File: config.mk
export PLATFORM = sky130hd
export DESIGN_NAME = header_stripper_flat
export DESIGN_NICKNAME = d
export VERILOG_FILES = /design/src/rtl/header_stripper_pkg.sv /design/src/rtl/avalon_st_if.sv /design/src/rtl/header_capture.sv /design/src/rtl/header_stripper.sv /design/src/flat_wrapper.sv
export SDC_FILE = /design/constraint.sdc
export NUM_CORES = 1
export LEC_CHECK = 0
export ABC_CLOCK_PERIOD_IN_PS = 12800
export BUFFER_PORTS_ARGS = -buffer_cell sky130_fd_sc_hd__buf_2
export CAP_MARGIN = 20
export CORE_AREA = 2 2 209 211
export CTS_CLUSTER_SIZE = 12
export DETAILED_ROUTE_END_ITERATION = 12
export DIE_AREA = 0 0 211 213
export GPL_TIMING_DRIVEN = 0
export PLACE_DENSITY_LB_ADDON = 0.15
export SLEW_MARGIN = 0
export SYNTH_ARGS = -nofsm -noshare
export SYNTH_HDL_FRONTEND = slang
export SYNTH_HIERARCHICAL = 1
export SYNTH_SLANG_ARGS = --single-unit
File: constraint.sdc
create_clock -name clk -period 12.8 [get_ports clk]
set_clock_uncertainty 0.2 [all_clocks]
set_input_delay 1.92 -clock clk [delete_from_list [all_inputs] [get_ports clk]]
set_output_delay 1.92 -clock clk [all_outputs]
set_load 0.05 [all_outputs]
File: src/rtl/header_stripper_pkg.sv
// -----------------------------------------------------------------------------
// header_stripper_pkg
//   Shared types and elaboration helpers for the header stripper slice.
//   - state_e            : control FSM states (DROP_ST only reachable when the
//                          HEADER_STRIPPER_FILTER_EN build option is defined)
//   - header_word_count  : number of stream words making up one header
//   - empty_width        : width of the Avalon-ST empty field for a data width
// -----------------------------------------------------------------------------
package header_stripper_pkg;

    typedef enum logic [1:0] {
        HDR_ST  = 2'd0,
        DATA_ST = 2'd1,
        DROP_ST = 2'd2
    } state_e;

    function automatic int header_word_count(input int header_size, input int data_width);
        return header_size / data_width;
    endfunction

    // Byte-lane count needs at least one bit even for an 8-bit bus.
    function automatic int empty_width(input int data_width);
        return (data_width > 8) ? $clog2(data_width / 8) : 1;
    endfunction

endpackage

File: src/rtl/avalon_st_if.sv
// -----------------------------------------------------------------------------
// avalon_st_if
//   Avalon-ST packet interface: data, valid, ready, sop, eop, empty.
//   modport master : source side (drives data/valid/sop/eop/empty, reads ready)
//   modport slave  : sink side   (reads data/valid/sop/eop/empty, drives ready)
// -----------------------------------------------------------------------------
interface avalon_st_if
    import header_stripper_pkg::*;
#(
    parameter int DATA_WIDTH  = 128,
    parameter int EMPTY_WIDTH = empty_width(DATA_WIDTH)
);
    logic [DATA_WIDTH-1:0]  data;
    logic                   valid;
    logic                   ready;
    logic                   sop;
    logic                   eop;
    logic [EMPTY_WIDTH-1:0] empty;

    modport master (output data, valid, sop, eop, empty, input ready);
    modport slave  (input data, valid, sop, eop, empty, output ready);
endinterface

File: src/rtl/header_capture.sv
// -----------------------------------------------------------------------------
// header_capture
//   Word-indexed header capture. Each accepted header-phase word is stored in
//   slot cnt (slot 0 on sop); the word completing the header is merged with the
//   stored slots and loaded into header_data in one step, so partial captures
//   never disturb the last complete header.
//   Build option HEADER_STRIPPER_FILTER_EN adds the match/mask compare on the
//   completed header.
// Ports
//   clk, rst_n    : clock, asynchronous active-low reset
//   wr_en         : a word is accepted while the stripper is in its header phase
//   wr_sop/wr_eop : sop/eop of that word
//   wr_data       : the word itself
//   hdr_match     : (filter build) expected header value
//   hdr_mask      : (filter build) bits of hdr_match that are compared
//   mismatch      : (filter build) completed header differs under mask (valid with load)
//   load          : combinational strobe, this word completes a header
//   header_data   : last complete header, MSBs = first stream word
//   done          : 1-cycle pulse, header_data just updated
//   err           : 1-cycle pulse, truncated header or sop resync
// -----------------------------------------------------------------------------
module header_capture
    import header_stripper_pkg::*;
#(
    parameter int DATA_WIDTH  = 128,
    parameter int HEADER_SIZE = 256
) (
    input  logic                   clk,
    input  logic                   rst_n,
    input  logic                   wr_en,
    input  logic                   wr_sop,
    input  logic                   wr_eop,
    input  logic [DATA_WIDTH-1:0]  wr_data,
`ifdef HEADER_STRIPPER_FILTER_EN
    input  logic [HEADER_SIZE-1:0] hdr_match,
    input  logic [HEADER_SIZE-1:0] hdr_mask,
    output logic                   mismatch,
`endif
    output logic                   load,
    output logic [HEADER_SIZE-1:0] header_data,
    output logic                   done,
    output logic                   err
);

    localparam int HWC = header_word_count(HEADER_SIZE, DATA_WIDTH);
    localparam int CW  = $clog2(HWC) + 1;

    logic [CW-1:0]          cnt_q, cnt_d;
    logic [CW-1:0]          slot;
    logic                   take;
    logic [HEADER_SIZE-1:0] buf_q, buf_d;
    logic [HEADER_SIZE-1:0] assembled;
    logic [HEADER_SIZE-1:0] header_q, header_d;
    logic                   done_q, done_d;
    logic                   err_q, err_d;

    // NOTE: every signal assigned in always_comb gets a default first, so no
    // path leaves it unassigned and no latch is inferred.
    always_comb begin
        // Out-of-packet words (no sop while idle) are not captured.
        take = wr_en && (wr_sop || (cnt_q != '0));
        // A sop always restarts the capture at slot 0.
        slot = wr_sop ? '0 : cnt_q;
        load = take && !wr_eop && (slot == CW'(HWC - 1));

        for (int i = 0; i < HWC; i++) begin
            assembled[HEADER_SIZE-1-i*DATA_WIDTH -: DATA_WIDTH] =
                (slot == CW'(i)) ? wr_data : buf_q[HEADER_SIZE-1-i*DATA_WIDTH -: DATA_WIDTH];
        end

        buf_d = take ? assembled : buf_q;

        cnt_d = cnt_q;
        if (take) begin
            cnt_d = (wr_eop || load) ? '0 : slot + CW'(1);
        end

        header_d = load ? assembled : header_q;
        done_d   = load;
        err_d    = wr_en && ((wr_sop && (cnt_q != '0)) || (take && wr_eop));
    end

`ifdef HEADER_STRIPPER_FILTER_EN
    assign mismatch = |((assembled ^ hdr_match) & hdr_mask);
`endif

    // NOTE: sequential state uses non-blocking assignments so every flop
    // samples pre-edge values regardless of block ordering.
    always_ff @(posedge clk or negedge rst_n) begin
        if (!rst_n) begin
            cnt_q    <= '0;
            header_q <= '0;
            done_q   <= 1'b0;
            err_q    <= 1'b0;
        end else begin
            cnt_q    <= cnt_d;
            header_q <= header_d;
            done_q   <= done_d;
            err_q    <= err_d;
        end
    end

    // NOTE: the slot buffer has no reset; every slot is written by the current
    // packet before it can reach header_data.
    always_ff @(posedge clk) begin
        buf_q <= buf_d;
    end

    assign header_data = header_q;
    assign done        = done_q;
    assign err         = err_q;

endmodule

File: src/rtl/header_stripper.sv
// -----------------------------------------------------------------------------
// header_stripper
//   Strips a fixed HEADER_SIZE-bit header from the front of each Avalon-ST
//   packet, presents it as a parallel word and forwards the payload as a new
//   packet with sop re-marked on the first payload word. The payload path is a
//   zero-latency combinational pass-through.
//   Build option HEADER_STRIPPER_FILTER_EN: packets whose header mismatches
//   header_match under header_mask are absorbed without output (pkt_drop).
// Ports
//   clk, rst_n   : clock, asynchronous active-low reset
//   data_in      : avalon_st_if.slave, incoming packets
//   data_out     : avalon_st_if.master, payload packets
//   header_match : (filter build) expected header value
//   header_mask  : (filter build) compared bits
//   pkt_drop     : (filter build) 1-cycle pulse with header_vld on a drop
//   header_data  : captured header, first stream word in the MSBs
//   header_vld   : 1-cycle pulse, header_data complete and valid
//   hdr_err      : 1-cycle pulse, truncated header or sop resync
// -----------------------------------------------------------------------------
module header_stripper
    import header_stripper_pkg::*;
#(
    parameter int DATA_WIDTH  = 128,
    parameter int HEADER_SIZE = 256
) (
    input  logic                   clk,
    input  logic                   rst_n,
    avalon_st_if.slave             data_in,
    avalon_st_if.master            data_out,
`ifdef HEADER_STRIPPER_FILTER_EN
    input  logic [HEADER_SIZE-1:0] header_match,
    input  logic [HEADER_SIZE-1:0] header_mask,
    output logic                   pkt_drop,
`endif
    output logic [HEADER_SIZE-1:0] header_data,
    output logic                   header_vld,
    output logic                   hdr_err
);

    if ((HEADER_SIZE < DATA_WIDTH) || ((HEADER_SIZE % DATA_WIDTH) != 0)) begin : g_bad_cfg
        $error("header_stripper: HEADER_SIZE must be a non-zero multiple of DATA_WIDTH");
    end

    state_e state_q, state_d;
    logic   first_q, first_d;
    logic   hdr_wr_en;
    logic   hdr_load;
    logic   in_ready;
    logic   out_valid;
    logic   out_sop;
    logic   out_eop;

    assign hdr_wr_en = (state_q == HDR_ST) && data_in.valid;

`ifdef HEADER_STRIPPER_FILTER_EN
    logic hdr_mismatch;
    logic drop_q;
`endif

    header_capture #(
        .DATA_WIDTH  (DATA_WIDTH),
        .HEADER_SIZE (HEADER_SIZE)
    ) u_capture (
        .clk         (clk),
        .rst_n       (rst_n),
        .wr_en       (hdr_wr_en),
        .wr_sop      (data_in.sop),
        .wr_eop      (data_in.eop),
        .wr_data     (data_in.data),
`ifdef HEADER_STRIPPER_FILTER_EN
        .hdr_match   (header_match),
        .hdr_mask    (header_mask),
        .mismatch    (hdr_mismatch),
`endif
        .load        (hdr_load),
        .header_data (header_data),
        .done        (header_vld),
        .err         (hdr_err)
    );

    // State register
    always_ff @(posedge clk or negedge rst_n) begin
        if (!rst_n) begin
            state_q <= HDR_ST;
            first_q <= 1'b0;
        end else begin
            state_q <= state_d;
            first_q <= first_d;
        end
    end

`ifdef HEADER_STRIPPER_FILTER_EN
    always_ff @(posedge clk or negedge rst_n) begin
        if (!rst_n) begin
            drop_q <= 1'b0;
        end else begin
            drop_q <= hdr_load && hdr_mismatch;
        end
    end

    assign pkt_drop = drop_q;
`endif

    // Next-state logic
    always_comb begin
        state_d = state_q;
        first_d = first_q;
        unique case (state_q)
            HDR_ST: begin
                if (hdr_load) begin
                    state_d = DATA_ST;
                    first_d = 1'b1;
`ifdef HEADER_STRIPPER_FILTER_EN
                    if (hdr_mismatch) begin
                        state_d = DROP_ST;
                        first_d = 1'b0;
                    end
`endif
                end
            end
            DATA_ST: begin
                if (data_in.valid && data_out.ready) begin
                    first_d = 1'b0;
                    if (data_in.eop) begin
                        state_d = HDR_ST;
                    end
                end
            end
            DROP_ST: begin
                // Always ready here, so valid alone is a handshake.
                if (data_in.valid && data_in.eop) begin
                    state_d = HDR_ST;
                end
            end
            default: state_d = HDR_ST;
        endcase
    end

    // Output logic: header and drop phases absorb words, data phase passes through.
    always_comb begin
        in_ready  = 1'b1;
        out_valid = 1'b0;
        out_sop   = 1'b0;
        out_eop   = 1'b0;
        if (state_q == DATA_ST) begin
            in_ready  = data_out.ready;
            out_valid = data_in.valid;
            // Input sop is payload here; only the first payload word is marked.
            out_sop   = data_in.valid && first_q;
            out_eop   = data_in.valid && data_in.eop;
        end
    end

    assign data_in.ready  = in_ready;
    assign data_out.valid = out_valid;
    assign data_out.sop   = out_sop;
    assign data_out.eop   = out_eop;
    assign data_out.data  = data_in.data;
    assign data_out.empty = out_eop ? data_in.empty : '0;

endmodule

File: src/flat_wrapper.sv
// flat-port wrapper written by rule: the top's interface ports become plain ports
module header_stripper_flat import header_stripper_pkg::*;
#(
    parameter int DATA_WIDTH  = 128,
    parameter int HEADER_SIZE = 256
)
  (clk, rst_n, header_data, header_vld, hdr_err, data_in_data, data_in_valid, data_in_sop, data_in_eop, data_in_empty, data_in_ready, data_out_data, data_out_valid, data_out_sop, data_out_eop, data_out_empty, data_out_ready);
  avalon_st_if #(.DATA_WIDTH(DATA_WIDTH)) data_in_i ();
  avalon_st_if #(.DATA_WIDTH(DATA_WIDTH)) data_out_i ();
  input  logic clk;
  input  logic rst_n;
  output logic [HEADER_SIZE-1:0] header_data;
  output logic header_vld;
  output logic hdr_err;
  input wire logic [$bits(data_in_i.data)-1:0] data_in_data;
  input wire logic [$bits(data_in_i.valid)-1:0] data_in_valid;
  input wire logic [$bits(data_in_i.sop)-1:0] data_in_sop;
  input wire logic [$bits(data_in_i.eop)-1:0] data_in_eop;
  input wire logic [$bits(data_in_i.empty)-1:0] data_in_empty;
  output wire logic [$bits(data_in_i.ready)-1:0] data_in_ready;
  output wire logic [$bits(data_out_i.data)-1:0] data_out_data;
  output wire logic [$bits(data_out_i.valid)-1:0] data_out_valid;
  output wire logic [$bits(data_out_i.sop)-1:0] data_out_sop;
  output wire logic [$bits(data_out_i.eop)-1:0] data_out_eop;
  output wire logic [$bits(data_out_i.empty)-1:0] data_out_empty;
  input wire logic [$bits(data_out_i.ready)-1:0] data_out_ready;
  assign data_in_i.data = data_in_data;
  assign data_in_i.valid = data_in_valid;
  assign data_in_i.sop = data_in_sop;
  assign data_in_i.eop = data_in_eop;
  assign data_in_i.empty = data_in_empty;
  assign data_in_ready = data_in_i.ready;
  assign data_out_data = data_out_i.data;
  assign data_out_valid = data_out_i.valid;
  assign data_out_sop = data_out_i.sop;
  assign data_out_eop = data_out_i.eop;
  assign data_out_empty = data_out_i.empty;
  assign data_out_i.ready = data_out_ready;
  header_stripper #(.DATA_WIDTH(DATA_WIDTH), .HEADER_SIZE(HEADER_SIZE)) u_core (.clk(clk), .rst_n(rst_n), .data_in(data_in_i), .data_out(data_out_i), .header_data(header_data), .header_vld(header_vld), .hdr_err(hdr_err));
endmodule
After elaboration in Yosys (flattened, before gate mapping):

Cells that the tools add are included.

* bits in registers: 519
* input port bits: 138
* output and inout port bits: 394
* word-level logic and storage cells: 52

* $add $sub $neg: 1
* equality and inequality tests: 7
* mux-type cells: 17
* reductions and logical operators: 20

Operators by type and width (number)
* 128-bit 2-to-1 mux: 2
* 2-bit 2-to-1 mux: 6
* 1-bit logical AND: 10
* 1-bit 2-to-1 mux: 6
* 2-bit case mux with 3 select lines: 1
* 2-bit by 1-bit equality test with 1-bit output (second input constant): 2
* 2-bit zero test: 2
* 4-bit 2-to-1 mux: 1
* 2-bit by 1-bit inequality test with 1-bit output (second input constant): 2
* 2-bit inequality test (second input constant): 2
* 4-bit AND reduction: 1
* 2-bit nonzero test: 2
* 1-bit logical OR: 3
* 3-bit AND reduction: 1
* 2-bit by 1-bit adder with 2-bit output (second input constant): 1
* 2-bit equality test (second input constant): 1
* 1-bit case mux with 2 select lines: 1
* 1-bit zero test: 1

Logic depth before layout (Yosys ltp):

* depth after elaboration: 7
* depth in mapped cells: 8
* depth with buffers taken out: 6

Cells and area by module:

Netlist, hierarchy kept.

By module, submodules not included
* header_capture: times used 1, cells an instance 921, area an instance 16843.7 um^2, sequential area each 11611.1 um^2
* header_stripper: times used 1, cells an instance 144, area an instance 1103.6 um^2, sequential area each 50.0 um^2

Least setup slack after synthesis:

Ideal clock, no wire load.

* kind: input port to flip-flop
* start: in data_in_valid
* end: reg u_core.u_capture.cnt_q[1]
* setup time: 104 ps
* data arrival time: 10678 ps
* required time: 12496 ps
* setup slack: 1818 ps
* cell stages on the path: 3
* buffers on the path: 0
* path through: and2b_1 nor2b_1 mux2_2

* longest elaborated chain between the ends: 6

RTL lines
* start: declaration: RTL line flat_wrapper.sv:16 `input wire logic [$bits(data_in_i.valid)-1:0] data_in_valid;`
* 1-bit logical AND *: RTL line header_stripper.sv:53 `assign hdr_wr_en = (state_q == HDR_ST) && data_in.valid;`
* 1-bit logical AND *: RTL line header_capture.sv:61 `take = wr_en && (wr_sop || (cnt_q != '0));`
* 1-bit logical AND (2 in series): RTL line header_capture.sv:64 `load = take && !wr_eop && (slot == CW'(HWC - 1));`
* 1-bit logical OR: RTL line header_capture.sv:75 `cnt_d = (wr_eop || load) ? '0 : slot + CW'(1);`
* 2-bit 2-to-1 mux: RTL line header_capture.sv:75
* end signal: assignment: RTL line header_capture.sv:96 `cnt_q <= cnt_d;`
* end: declaration: RTL line header_capture.sv:48 `logic [CW-1:0] cnt_q, cnt_d;`

Every way passes the cells marked *; elsewhere a longest branch is shown, timed or not.
A chain may end at the register's enable or synchronous reset.

Worst setup path in the final report:

* start: in data_in_eop
* end: out data_out_empty[3]

* longest elaborated chain between the ends: 3

RTL lines
* start: declaration: RTL line flat_wrapper.sv:18 `input wire logic [$bits(data_in_i.eop)-1:0] data_in_eop;`
* 1-bit logical AND: RTL line header_stripper.sv:150 `out_eop = data_in.valid && data_in.eop;`
* 1-bit 2-to-1 mux: RTL line header_stripper.sv:145 `if (state_q == DATA_ST) begin`
* 4-bit 2-to-1 mux: RTL line header_stripper.sv:159 `assign data_out.empty = out_eop ? data_in.empty : '0;`
* end: declaration: RTL line flat_wrapper.sv:25 `output wire logic [$bits(data_out_i.empty)-1:0] data_out_empty;`

No other way between the ends.

==> results <==
- The flow ran to the end, and the final reports show no timing, DRC or antenna violations.
- The top fanout value on the critical path is 6.
- The start of the worst register-to-register path is u_core/u_capture/cnt_q[1].
- Clock latency on the worst-skew pair, taken at its later pin, is ~0.57 ns.
- The library cell appearing most often on the critical path is buf_2.
- The fraction of final layout cells with drive strength greater than 1 is 69.0%.
- The combinational family with the most area after synthesis is multiplexers.
- The total length of routed wires is 44000 µm.
- Once the clock tree was built, the setup fixing pass inserted 0 buffers.
- For this design the ratio of total power to cell area is roughly 270 nW/µm².
- The compound-gate portion of the synthesized area is 0.237%.
- The minimum period implied by the final worst setup slack is 4.79 ns.
- The floorplan step defined a core boundary enclosing 42700 µm².
- The adder-cell area share of the yosys netlist is 0.139%.
- The xor/xnor share of the synthesized area is 0%.
- After filler insertion, the fill cell instance count of the layout stands at 3620.
- At the pin with the least slew margin, the transition time is 0.879 ns.
- The count of routing violations after the opening detailed-route iteration is 435.
- In this run the tool buffered the top-level ports with 531 buffer cells.
- STA classifies the critical path startpoint as an input port.
- The count of warnings emitted by yosys is 6.
- Summing every instance area after synthesis gives 17900 µm².
- Once the floorplan was initialized, standard cells occupied 42.0% of the core.
- The signed area change from the synthesized netlist to the final layout is 28.2%.
- The relative max-transition margin is 41.3%.
- The max-cap check violation count is 0.
- Measured along the x axis, the die boundary spans 211 µm.
- The via count of the first global-routing pass was 10700.
- The post-detailed-route via-to-cell ratio is 4.80.
- The count of nets left with antenna violations after detail routing is 0.
- The wire length of the first global-routing pass is approximately 65000 µm.
- The number of pins with negative max-slew slack in the final report is 0.
- Synthesis produced a netlist with a net count of 1205.
- The weighted congestion at the end of routability-driven global placement is approximately 0.78.
- Detailed routing inserted a total of around 11000 vias.
- The startpoint of the worst setup timing path is data_in_eop.
- The critical path goes through buf_2 > and3_4 > and2_1 > buf_2.
- Static timing analysis puts the maximum clock frequency at about 210 MHz.
- The critical path is of the input port to output pin type.
- The total instance count after detailed placement is approximately 2200.
- The full die area is 44900 µm².
- The path class of the lowest-slack min-delay path is flip-flop to flip-flop.
- The destination of the worst register-to-register timing path is u_core/u_capture/header_data[148].
- The worst reg-to-reg setup slack is 9.99 ns.
- Among cell families on the critical path, the largest total delay comes from buffers and inverters.
- The most common cell after layout, fill and taps aside is buf_2.
- The die is 213 µm tall.
- The CTS buffer count is 47.
- Setup violations remaining at the end of the flow were counted as 0.
- The top-level port count is 532.
- The total count of hold-check failures in the final report is 0.
- The number of antenna violations at the first check in global routing was 0.
- CTS placed an instance of clkbuf_16 at the clock tree root.
- The repair_antennas step left the layout with diodes totalling 0.
- Of the synthesized area, sequential elements account for 65.0%.
- Together, buffers and inverters on the worst path number 2.
- The final net count is 1793.
- Excluding fillers, the count of instances in the completed layout stands at 2237.
- The pre-antenna-repair detailed-routing pass consisted of 4 iterations.
- Multiplexer cells account for 26.8% of the synthesized area.
- The critical path runs through a total of 4 cells.
- Synthesis inferred 432 register bits.
- The worst hold slack after final layout is roughly 0.28 ns.
- The simple-gate share of the synthesized area is less than 1%.
- The sort of element at the end of the critical path is an output pin.
- TritonCTS built the clock tree.
- The global-route usage over all layers is 19.3%.
- The termination of the worst setup path is data_out_empty[3].
- Adding up every negative setup slack in the final design gives 0 ns.
- Setup repair after global routing left no endpoint under its margin.
- The final routed wire length divided by cell count is 19.7 µm.
- The clock tree buffer depth is 3.
- Synthesis produced 1065 cells.
- A synthesized cell averages about 17 µm².
- After layout, the worst path uses 37.4% of the clock period.
- The maximum number of pins on one net before global-route repair is ~100.
- In the routed design, unresolved DRC markers number 0.
- Leaving out fill and tap cells, the most frequent cells in the layout are buf_2 (549), mux2_2 (382), dfrtp_1 (262), edfxtp_1 (170), buf_4 (154).
- The largest vdd supply drop is 0.146 mV.
- The number of hold buffers added after CTS is 0.
- In the final layout, the multi-input gates occupy 5020 µm².
- The clock edge transition at the registers on the reported setup and hold paths is 0.05 ns.
- Measured in cells, the most critical reg-to-reg path has a length of 6.
- Row generation in the floorplan step produced 76 rows.
- At the worst endpoint, the required time is 10.68 ns.
- The post-cts sizing count is 0.
- Summed over all cells, the static leakage comes to 10.9 nW.
- The count of H-tree levels built during CTS is 2.
- The largest stage delay on the critical path is about 0.26 ns.
- For the worst setup path, the data arrival time is 2.67 ns.
- Summed over all layers, the global routing overflow is 0.
- The clock net in this run drives a total of 432 sinks.
- Detailed placement finished with a half-perimeter wire length of 32100 µm.
- On the critical path, the stage with the largest delay is an instance of buf_2.
- The number of distinct library cell variants in the gate-level netlist after synthesis is 27.
- Registers take 11700 µm².
[report_power, final]
group | switching, mW | internal, mW
registers | 0.199 | 1.99
clock network | 0.528 | 0.786
logic | 2.00 | 0.748
total | 2.73 | 3.52
[Yosys cell counts (all sizes together)]
cell type	n	area share, %
nor3	1	0.056
nor3b	2	0.15
inv	2	0.042
mux2	427	27
buf	175	7.0
clkbuf	1	0.021
a21oi	1	0.028
a41oi	1	0.049
edfxtp	170	28
and3	2	0.098
nor2	2	0.042
and2	5	0.17
nand2b	3	0.10
o22ai	2	0.070
nand2	2	0.042
or2b	1	0.042
and2b	1	0.042
nor2b	1	0.035
dfrtp	262	37
a21boi	1	0.042
ha	2	0.14
o2bb2ai	1	0.049
[final cells by class]
cell class                 count  share of cell area (%)
buffer                       176                    5.49
clock buffer                  76                    6.25
clock inverter                11                   0.359
inverter                       2                  0.0326
multi-input combinational    455                    21.8
sequential                   432                    50.7
tap                          546                    2.97
timing repair buffer         539                    12.4
[per-stage QoR]
stage / total power [mW] / utilization [%] / worst slack [ns] / instance area [µm²]
after floorplan: 4.27 / - / 1.82 / 17900
after global placement: 4.99 / 49.9 / -3.65 / 21300
after detailed placement: 5.00 / 50.3 / 8.01 / 21500
after CTS: 6.33 / 53.9 / 8.00 / 23000
after global routing: 6.53 / 53.9 / 7.98 / 23000
final: 6.25 / 53.9 / 8.01 / 23000
[worst min-delay path by stage]
stage                                                  from  slack, ns  depth (start not counted)                                 to
after floorplan                              u_core/first_q       0.27                          1                     u_core/first_q
after global placement    u_core/u_capture/header_data[109]       0.26                          1  u_core/u_capture/header_data[109]
after detailed placement  u_core/u_capture/header_data[225]       0.27                          1  u_core/u_capture/header_data[225]
after CTS                 u_core/u_capture/header_data[225]       0.28                          1  u_core/u_capture/header_data[225]
after global routing       u_core/u_capture/header_data[44]       0.29                          1   u_core/u_capture/header_data[44]
final                     u_core/u_capture/header_data[225]       0.28                          1  u_core/u_capture/header_data[225]
[state kept, by name (all words and copies together), names as in the netlist]
register / flops
u_core/first_q: 1
u_core/state_q: 1
u_core/u_capture/buf_q: 170
u_core/u_capture/cnt_q: 2
u_core/u_capture/done: 1
u_core/u_capture/err: 1
u_core/u_capture/header_data: 256
[layer usage]
layer / up-vias / GRT usage [%] / part of all wire, %
met2: 350 / 32.6 / 49
met1: 5405 / 24.2 / 41
met4: 0 / 6.17 / 2.4
met3: 55 / 5.27 / 7.6
met5: - / 0 / 0
li1: 4920 / - / -
[worst reg2reg max path: stages (launching register included)]
cell and delay (ns):
dfrtp_1 0.43, nand2b_1 0.13, ha_1 0.17, clkbuf_1 0.60, buf_2 0.51, mux2_2 0.40
mux2_2 0.26
[logic make-up (layout without fill, tap and decap cells)]
kind of cell / after synthesis / count (layout)
compound gates: 6 / 6
flops: 432 / 432
simple gates: 20 / 20
buf+inv: 178 / 804
mux: 427 / 427
fa+ha+maj: 2 / 2
No activity file was read; power rests on OpenSTA's default activity.
